[config.mk]
export PLATFORM = sky130hd
export DESIGN_NAME = counter_job_arbiter_flat
export DESIGN_NICKNAME = d
export VERILOG_FILES = /design/src/rtl/counter_job_arbiter_if.sv /design/src/rtl/counter_job_arbiter.sv /design/src/flat_wrapper.sv
export SDC_FILE = /design/constraint.sdc
export NUM_CORES = 1
export LEC_CHECK = 0
export BUFFER_PORTS_ARGS = -buffer_cell sky130_fd_sc_hd__buf_2
export CORE_ASPECT_RATIO = 1.5
export CORE_MARGIN = 2
export CORE_UTILIZATION = 56
export DETAILED_ROUTE_END_ITERATION = 16
export GPL_TIMING_DRIVEN = 0
export MAX_ROUTING_LAYER = met4
export PLACE_DENSITY = 0.94
export SETUP_SLACK_MARGIN = 0.3
export SYNTH_ARGS = -nofsm -noshare
export SYNTH_HDL_FRONTEND = slang
export SYNTH_SLANG_ARGS = --single-unit
[constraint.sdc]
create_clock -name clk -period 5.6 [get_ports clk]
set_input_delay 0 -clock clk [delete_from_list [all_inputs] [get_ports clk]]
set_output_delay 0 -clock clk [all_outputs]
set_load 0.005 [all_outputs]
[src/rtl/counter_job_arbiter_if.sv]
// Requester and counter-side signals of the shared mode-counter arbiter.
// master = arbiter side, slave = requesters plus counter.
interface counter_job_arbiter_if #(
    parameter int NREQ = 4
);
    logic [NREQ-1:0]   req;
    logic [2*NREQ-1:0] req_modo;
    logic [4*NREQ-1:0] req_d;
    logic [3:0]        Q;
    logic              RCO;
    logic              ENABLE;
    logic [1:0]        MODO;
    logic [3:0]        D;
    logic [NREQ-1:0]   gnt;
    logic [NREQ-1:0]   done;
    logic              timeout;
    logic [3:0]        result_q;
    logic              busy;

    modport master (
        input  req, req_modo, req_d, Q, RCO,
        output ENABLE, MODO, D, gnt, done, timeout, result_q, busy
    );

    modport slave (
        output req, req_modo, req_d, Q, RCO,
        input  ENABLE, MODO, D, gnt, done, timeout, result_q, busy
    );
endinterface

[src/rtl/counter_job_arbiter.sv]
// Round-robin arbiter that sequences LOAD/RUN/DONE jobs onto one
// shared 4-bit mode counter; sole driver of the counter controls.
module counter_job_arbiter #(
    parameter int NREQ       = 4,
    parameter int MAX_CYCLES = 32,
    parameter int CW         = 6
) (
    input logic            clk,
    input logic            RESET,
    counter_job_arbiter_if.master bus
);
    localparam int IW = (NREQ > 2) ? $clog2(NREQ) : 1;

    localparam logic [1:0] S_IDLE = 2'd0;
    localparam logic [1:0] S_LOAD = 2'd1;
    localparam logic [1:0] S_RUN  = 2'd2;
    localparam logic [1:0] S_DONE = 2'd3;

    logic [1:0]      state;
    logic [IW-1:0]   ptr;
    logic [IW-1:0]   win;
    logic [1:0]      mode_l;
    logic [3:0]      d_l;
    logic [CW-1:0]   cyc;

    logic            en_r;
    logic [1:0]      modo_r;
    logic [3:0]      d_r;
    logic [NREQ-1:0] gnt_r;
    logic [NREQ-1:0] done_r;
    logic            to_r;
    logic [3:0]      rq_r;
    logic            busy_r;

    logic [2*NREQ-1:0] rr;
    logic              found;
    logic [IW-1:0]     off;
    logic [IW:0]       sum;
    logic [IW-1:0]     pick;
    logic [1:0]        pmode;
    logic [3:0]        pd;
    logic [IW-1:0]     ptr_nxt;
    logic              budget_hit;

    // Rotate requests so bit 0 is the requester at ptr, then take first set bit.
    assign rr = {bus.req, bus.req} >> ptr;

    always_comb begin
        found = 1'b0;
        off   = '0;
        for (int k = 0; k < NREQ; k++) begin
            if (!found && rr[k]) begin
                found = 1'b1;
                off   = IW'(k);
            end
        end
        sum = {1'b0, ptr} + {1'b0, off};
        if (sum >= (IW+1)'(NREQ)) begin
            sum = sum - (IW+1)'(NREQ);
        end
        pick = sum[IW-1:0];
    end

    always_comb begin
        pmode = 2'b00;
        pd    = 4'h0;
        for (int k = 0; k < NREQ; k++) begin
            if (pick == IW'(k)) begin
                pmode = bus.req_modo[2*k +: 2];
                pd    = bus.req_d[4*k +: 4];
            end
        end
    end

    assign ptr_nxt    = (win == IW'(NREQ-1)) ? '0 : win + 1'b1;
    assign budget_hit = (cyc == CW'(MAX_CYCLES-1));

    always_ff @(posedge clk or posedge RESET) begin
        if (RESET) begin
            state  <= S_IDLE;
            ptr    <= '0;
            win    <= '0;
            mode_l <= 2'b00;
            d_l    <= 4'h0;
            cyc    <= '0;
            en_r   <= 1'b0;
            modo_r <= 2'b00;
            d_r    <= 4'h0;
            gnt_r  <= '0;
            done_r <= '0;
            to_r   <= 1'b0;
            rq_r   <= 4'h0;
            busy_r <= 1'b0;
        end else begin
            done_r <= '0;
            unique case (state)
                S_IDLE: begin
                    en_r <= 1'b0;
                    if (found) begin
                        win    <= pick;
                        gnt_r  <= NREQ'(1) << pick;
                        mode_l <= pmode;
                        d_l    <= pd;
                        busy_r <= 1'b1;
                        en_r   <= 1'b1;
                        modo_r <= 2'b11;
                        d_r    <= pd;
                        state  <= S_LOAD;
                    end
                end
                S_LOAD: begin
                    if (mode_l == 2'b11) begin
                        en_r   <= 1'b0;
                        to_r   <= 1'b0;
                        rq_r   <= d_l;
                        done_r <= gnt_r;
                        state  <= S_DONE;
                    end else begin
                        cyc    <= '0;
                        modo_r <= mode_l;
                        state  <= S_RUN;
                    end
                end
                S_RUN: begin
                    cyc <= cyc + 1'b1;
                    // RCO outranks the budget when both land on the same edge.
                    if (bus.RCO || budget_hit) begin
                        en_r   <= 1'b0;
                        to_r   <= ~bus.RCO;
                        rq_r   <= bus.Q;
                        done_r <= gnt_r;
                        state  <= S_DONE;
                    end
                end
                S_DONE: begin
                    gnt_r  <= '0;
                    busy_r <= 1'b0;
                    ptr    <= ptr_nxt;
                    state  <= S_IDLE;
                end
                default: state <= S_IDLE;
            endcase
        end
    end

    assign bus.ENABLE   = en_r;
    assign bus.MODO     = modo_r;
    assign bus.D        = d_r;
    assign bus.gnt      = gnt_r;
    assign bus.done     = done_r;
    assign bus.timeout  = to_r;
    assign bus.result_q = rq_r;
    assign bus.busy     = busy_r;
endmodule
[src/flat_wrapper.sv]
// flat-port wrapper written by rule: the top's interface ports become plain ports
module counter_job_arbiter_flat 
#(
    parameter int NREQ       = 4,
    parameter int MAX_CYCLES = 32,
    parameter int CW         = 6
)
  (clk, RESET, bus_req, bus_req_modo, bus_req_d, bus_Q, bus_RCO, bus_ENABLE, bus_MODO, bus_D, bus_gnt, bus_done, bus_timeout, bus_result_q, bus_busy);
  counter_job_arbiter_if #(.NREQ(NREQ)) bus_i ();
  input logic clk;
  input logic RESET;
  input wire logic [$bits(bus_i.req)-1:0] bus_req;
  input wire logic [$bits(bus_i.req_modo)-1:0] bus_req_modo;
  input wire logic [$bits(bus_i.req_d)-1:0] bus_req_d;
  input wire logic [$bits(bus_i.Q)-1:0] bus_Q;
  input wire logic [$bits(bus_i.RCO)-1:0] bus_RCO;
  output wire logic [$bits(bus_i.ENABLE)-1:0] bus_ENABLE;
  output wire logic [$bits(bus_i.MODO)-1:0] bus_MODO;
  output wire logic [$bits(bus_i.D)-1:0] bus_D;
  output wire logic [$bits(bus_i.gnt)-1:0] bus_gnt;
  output wire logic [$bits(bus_i.done)-1:0] bus_done;
  output wire logic [$bits(bus_i.timeout)-1:0] bus_timeout;
  output wire logic [$bits(bus_i.result_q)-1:0] bus_result_q;
  output wire logic [$bits(bus_i.busy)-1:0] bus_busy;
  assign bus_i.req = bus_req;
  assign bus_i.req_modo = bus_req_modo;
  assign bus_i.req_d = bus_req_d;
  assign bus_i.Q = bus_Q;
  assign bus_i.RCO = bus_RCO;
  assign bus_ENABLE = bus_i.ENABLE;
  assign bus_MODO = bus_i.MODO;
  assign bus_D = bus_i.D;
  assign bus_gnt = bus_i.gnt;
  assign bus_done = bus_i.done;
  assign bus_timeout = bus_i.timeout;
  assign bus_result_q = bus_i.result_q;
  assign bus_busy = bus_i.busy;
  counter_job_arbiter #(.NREQ(NREQ), .MAX_CYCLES(MAX_CYCLES), .CW(CW)) u_core (.clk(clk), .RESET(RESET), .bus(bus_i));
endmodule
Yosys cells after proc, flatten, opt, wreduce, memory -nomap -nowiden
Cells that the tools add are included.

Add/sub/neg operators: 4. Magnitude comparators: 1. Equality and inequality tests: 13. Shifts and indexed selects: 2. Muxes and demuxes: 42. Bitwise gates (word level): 1. Reductions and logical operators: 20.

Operator list (number): 2-to-1 mux 4 bit (9); 2-to-1 mux 2 bit (12); case mux 4 bit (2 select lines) (3); equality test 2 bit (second input constant) (6); case mux 6 bit (2 select lines) (1); 2-to-1 mux 1 bit (11); AND reduction 3 bit (3); case mux 2 bit (4 select lines) (1); AND reduction 2 bit (4); right shift 8 x 2 -> 4 bit (1); adder 6 x 1 -> 6 bit (second input constant) (1); equality test 6 x 5 -> 1 bit (second input constant) (1); 2-to-1 mux 6 bit (1); inequality test 2 x 1 -> 1 bit (second input constant) (3); nonzero test 2 bit (3); equality test 2 x 1 -> 1 bit (second input constant) (2); logical NOT 2 bit (2); case mux 1 bit (2 select lines) (2); case mux 2 bit (2 select lines) (1); << shifter 1 x 2 -> 4 bit (first input constant) (1); adder 2 x 2 -> 3 bit (1); greater-or-equal comparator 3 bit (second input constant) (1); logical AND 1 bit (3); logical NOT 1 bit (3); 7 further kinds (7).

Bits in registers: 35.

Depth between registers and ports, before layout
Word-level depth: 19. Mapped depth: 11. Mapped depth without buffers: 10.

Worst setup path after synthesis
OpenSTA, ideal clock, no wires.

Path type: reg-to-reg. From: register u_core.ptr[0]. To: register u_core.mode_l[0]. Arrival: 2.190 ns. Path slack: 3.270 ns. Stages on the path, launching flop included: 12. Cells stage by stage: dfrtp_1 -> buf_2 -> or2b_1 -> o22ai_1 -> o21ai_0 -> o221ai_1 -> ha_1 -> xor2_1 -> xnor2_4 -> buf_6 -> mux2i_1 -> o221ai_1.

Word-level cells in the longest chain between the ends: 19. Elaborated cells on any way between the ends: 27.

Ends and longest elaborated chain: start, declared (line counter_job_arbiter.sv:20) `logic [IW-1:0] ptr;`; start signal, assigned (line counter_job_arbiter.sv:138) `ptr <= ptr_nxt;`; right shift 8 x 2 -> 4 bit (line counter_job_arbiter.sv:46) `assign rr = {bus.req, bus.req} >> ptr;`; 2-to-1 mux 1 bit (line counter_job_arbiter.sv:52) `if (!found && rr[k]) begin`; logical NOT 1 bit (line counter_job_arbiter.sv:52); logical AND 1 bit (line counter_job_arbiter.sv:52); 2-to-1 mux 1 bit (line counter_job_arbiter.sv:52); logical NOT 1 bit (line counter_job_arbiter.sv:52); logical AND 1 bit (line counter_job_arbiter.sv:52); 2-to-1 mux 1 bit (line counter_job_arbiter.sv:52); logical NOT 1 bit (line counter_job_arbiter.sv:52); logical AND 1 bit (line counter_job_arbiter.sv:52); 2-to-1 mux 2 bit (line counter_job_arbiter.sv:52); adder 2 x 2 -> 3 bit (line counter_job_arbiter.sv:57) `sum = {1'b0, ptr} + {1'b0, off};`; greater-or-equal comparator 3 bit or subtractor 2 x 1 -> 2 bit (tied branches) (line counter_job_arbiter.sv:58, counter_job_arbiter.sv:59); 2-to-1 mux 2 bit (line counter_job_arbiter.sv:58) `if (sum >= (IW+1)'(NREQ)) begin`; logical NOT 2 bit (line counter_job_arbiter.sv:68) `if (pick == IW'(k)) begin`; 2-to-1 mux 2 bit (4 in series) (line counter_job_arbiter.sv:68); end signal, assigned (line counter_job_arbiter.sv:102) `mode_l <= pmode;`; end, declared (line counter_job_arbiter.sv:22) `logic [1:0] mode_l;`.

Several ways; a longest one is shown, not always the timed one. A chain may end at the register's enable or synchronous reset.

Worst setup path in the final report
Same ends and word-level chain as after synthesis.

==> out/qor.yml <==
max-slew-margin-rel_pct: 54.9
fp-row-count: 26
gr-total-overflow: 0
cts_root_buf: "clkbuf_8"
start_util_pct: 59.3
numCtsBuffers: 5
worstSetupPathType: "reg2reg"
worstSkewPairLatency_ns: 0.29
required_ns: 5.75
total_clock_sinks: 35
first_global_vias: 1749
synth_common_cells: "dfrtp_1 (35), nand2_1 (35), mux2_2 (16), o21ai_0 (16), nor2_1 (14)"
multi_input_comb_area_um2: 1090
synth_top_cell_area_share_pct: 42.9
final.period_utilization_pct: 47.5
worstPathMaxFanout: 10
io_buffers: 54
final.setup_skew_ns: 0.00236
nets: 315
avgViaCountPerCell: 5.66
max_cap_viol_count: 0
final_cell_area_um2: 2500
cts_buffer_depth: 2
n_fill_cell: 261
totalNegativeSetupSlack_ns: 0
grt_usage_pct: 26.0
antenna_found_initial: 0
setup_ws_ns: 2.94
ant_nets: 0
final_cell_count_no_fill: 315
synth_edf_count: 0
outcome: "completed"
period_needed_ns: 2.66
wl_per_cell_um: 15.0
drt-total-wl_mm: 4.72
final_hold_viol_count: 0
postPlaceCellArea_um2: 2370
post-route-drc-count: 0
post_synth_instance_area_um2: 2040
synth.net_count: 252
die_height_um: 78.0
min_path_type: "in2reg"
post_route_cells_drive_above_1_share_pct: 32.2
dp.final_hpwl_mm: 3.45
cts_tree: "yes"
pin_count: 56
peakVddDrop_mv: 0.412
cp.arrival_ns: 2.81
tightestPinTransition_ns: 0.672
place.gp.congestion: 0.818
core_area_um2: 3450
clock.fmax_mhz: 376
leakage_nw: 1.21
synth-seq-area-share_pct: 42.9
placement.setup.worst_slack_ns: 3.00
maximum_number_of_pins_on_one_net_before_global_route_repair: 36
synth.ff_latch_count: 35
synthTopCellsByArea: "dfrtp_1 (43%), mux2_2 (8.8%), nand2_1 (6.4%)"
fraction_of_registers_with_async_set_reset_pct: 100
ys_dominant_reg_cell: "dfrtp_1"
drtIter0Drc: 50
unrepaired_setup_endpoints_after_global_routing: "false"
hold_depth: 3
postCtsResizedCells: 0
setup_violations: 0
number_of_cell_instances_on_the_worst_register_to_register_path: 10
ys_types: 40
synthToLayoutAreaGrowth_pct: 22.5
netlist_instances: 209
power-per-cell-area_nw_per_um2: 570
post_cts_buffers: 0
die_extent_in_x_um: 53.3
die_ar_um2: 4160
timing_max_transition_violations_final: 0
placed_cells: 305
clk_transition_reported_paths_ns: 0.07
cts.hold.buffers_added: 0
ys_warn_count: 0
grt_pass1_wl_mm: 7.83
ff_latch_area_um2: 876
post-synth-top-area-cell: "dfrtp_1"
synth_area_per_cell_um2: 9.78
number_of_antenna_cells_inserted: 0
worst_setup_path_end_kind: "register"
vias_post_dr: 1783
pre_repair_dr_iteration_count: 4
htreeDepth: 2
timing.critical_path.from_type: "register"
==> cells in the final DEF (no fill, tap or decap), types with 2 or more instances in the layout <==
cell type  Yosys  layout
ha_1           8       8
nand3_1        5       5
mux2_2        16      16
nand2_1       35      35
nor2b_1        7       7
inv_1          6       5
nor2_1        14      14
and2_1         8       8
nand2b_1       3       3
mux2_1         3       3
o21ai_0       16      16
buf_6          2       2
clkbuf_8       0       7
o221ai_1       3       3
buf_2          3      57
a22o_1         2       2
o31ai_1        4       4
o22ai_1        3       3
clkbuf_1       4       5
o211ai_1       3       3
mux2i_1        7       7
a21oi_1        4       4
dfrtp_1       35      35
==> path summary, 6_finish.rpt <==
kind	start	end	slack [ns]
max	u_core.ptr[0]	u_core.mode_l[0]	2.94
min	bus_req_modo[7]	u_core.mode_l[1]	0.02
max reg2reg	u_core.ptr[0]	u_core.mode_l[0]	2.94
min reg2reg	u_core.bus.gnt[1]	u_core.bus.done[1]	0.50
max in group asynchronous	RESET	u_core.bus.busy	4.81
min in group asynchronous	RESET	u_core.bus.result_q[2]	0.33
==> power breakdown <==
| part | switching (W) | internal (W) |
|---|---|---|
| clock | 0.0000885 | 0.000112 |
| combinational | 0.000435 | 0.000379 |
| sequential | 0.0000654 | 0.000346 |
| total | 0.000589 | 0.000837 |
==> through the flow <==
stage	hold slack (ns)	power, W	util [%]
after floorplan	0.154	0.00100	-
after global placement	0.326	0.00118	68.6
after detailed placement	0.321	0.00121	68.6
after CTS	0.0202	0.00142	71.5
after global routing	0.0237	0.00153	72.6
final	0.0214	0.00143	72.6
==> worst max-delay path: stages (launching register included) <==
cell	delay [ns]
dfrtp_1	0.40
buf_2	0.18
o311ai_0	0.35
o21ai_0	0.14
o221ai_1	0.09
ha_1	0.19
xor2_1	0.36
xnor2_4	0.24
buf_6	0.22
mux2i_1	0.23
o221ai_1	0.12
==> cells by family after synthesis <==
group / count (synthesis) / synth area share [%]
DFF: 35 / 42.9
adders and majority gates: 8 / 4.90
buffers and inverters: 15 / 3.67
AOI/OAI and AO/OA: 41 / 13.4
xor gates and xnor gates: 2 / 1.78
and+or+nand+nor: 82 / 19.5
muxes: 26 / 13.9
==> routing by layer <==
layer / vias to the layer above / routed length (um) / track usage (%)
li1: 862 / - / -
met1: 844 / 1750 / 28.9
met2: 65 / 2610 / 42.1
met3: 12 / 248 / 5.96
met4: 0 / 112 / 13.3
met5: - / 0 / -
==> cell type report <==
cell class | instances | area share, %
Multi-Input combinational cell | 159 | 43.6
Sequential cell | 35 | 35.0
Timing Repair Buffer | 56 | 12.3
Clock buffer | 8 | 4.00
Buffer | 9 | 2.10
Tap cell | 42 | 2.10
Inverter | 6 | 0.900
==> flip-flops by register name, indices dropped and copies added, names as in the netlist, 2 cells and up <==
signal,cells
u_core.mode_l,2
u_core.d_l,4
u_core.bus.gnt,4
u_core.bus.done,4
u_core.state,2
u_core.ptr,2
u_core.bus.MODO,2
u_core.bus.result_q,4
u_core.cyc,6
u_core.win,2
No activity file was read; power rests on OpenSTA's default activity.
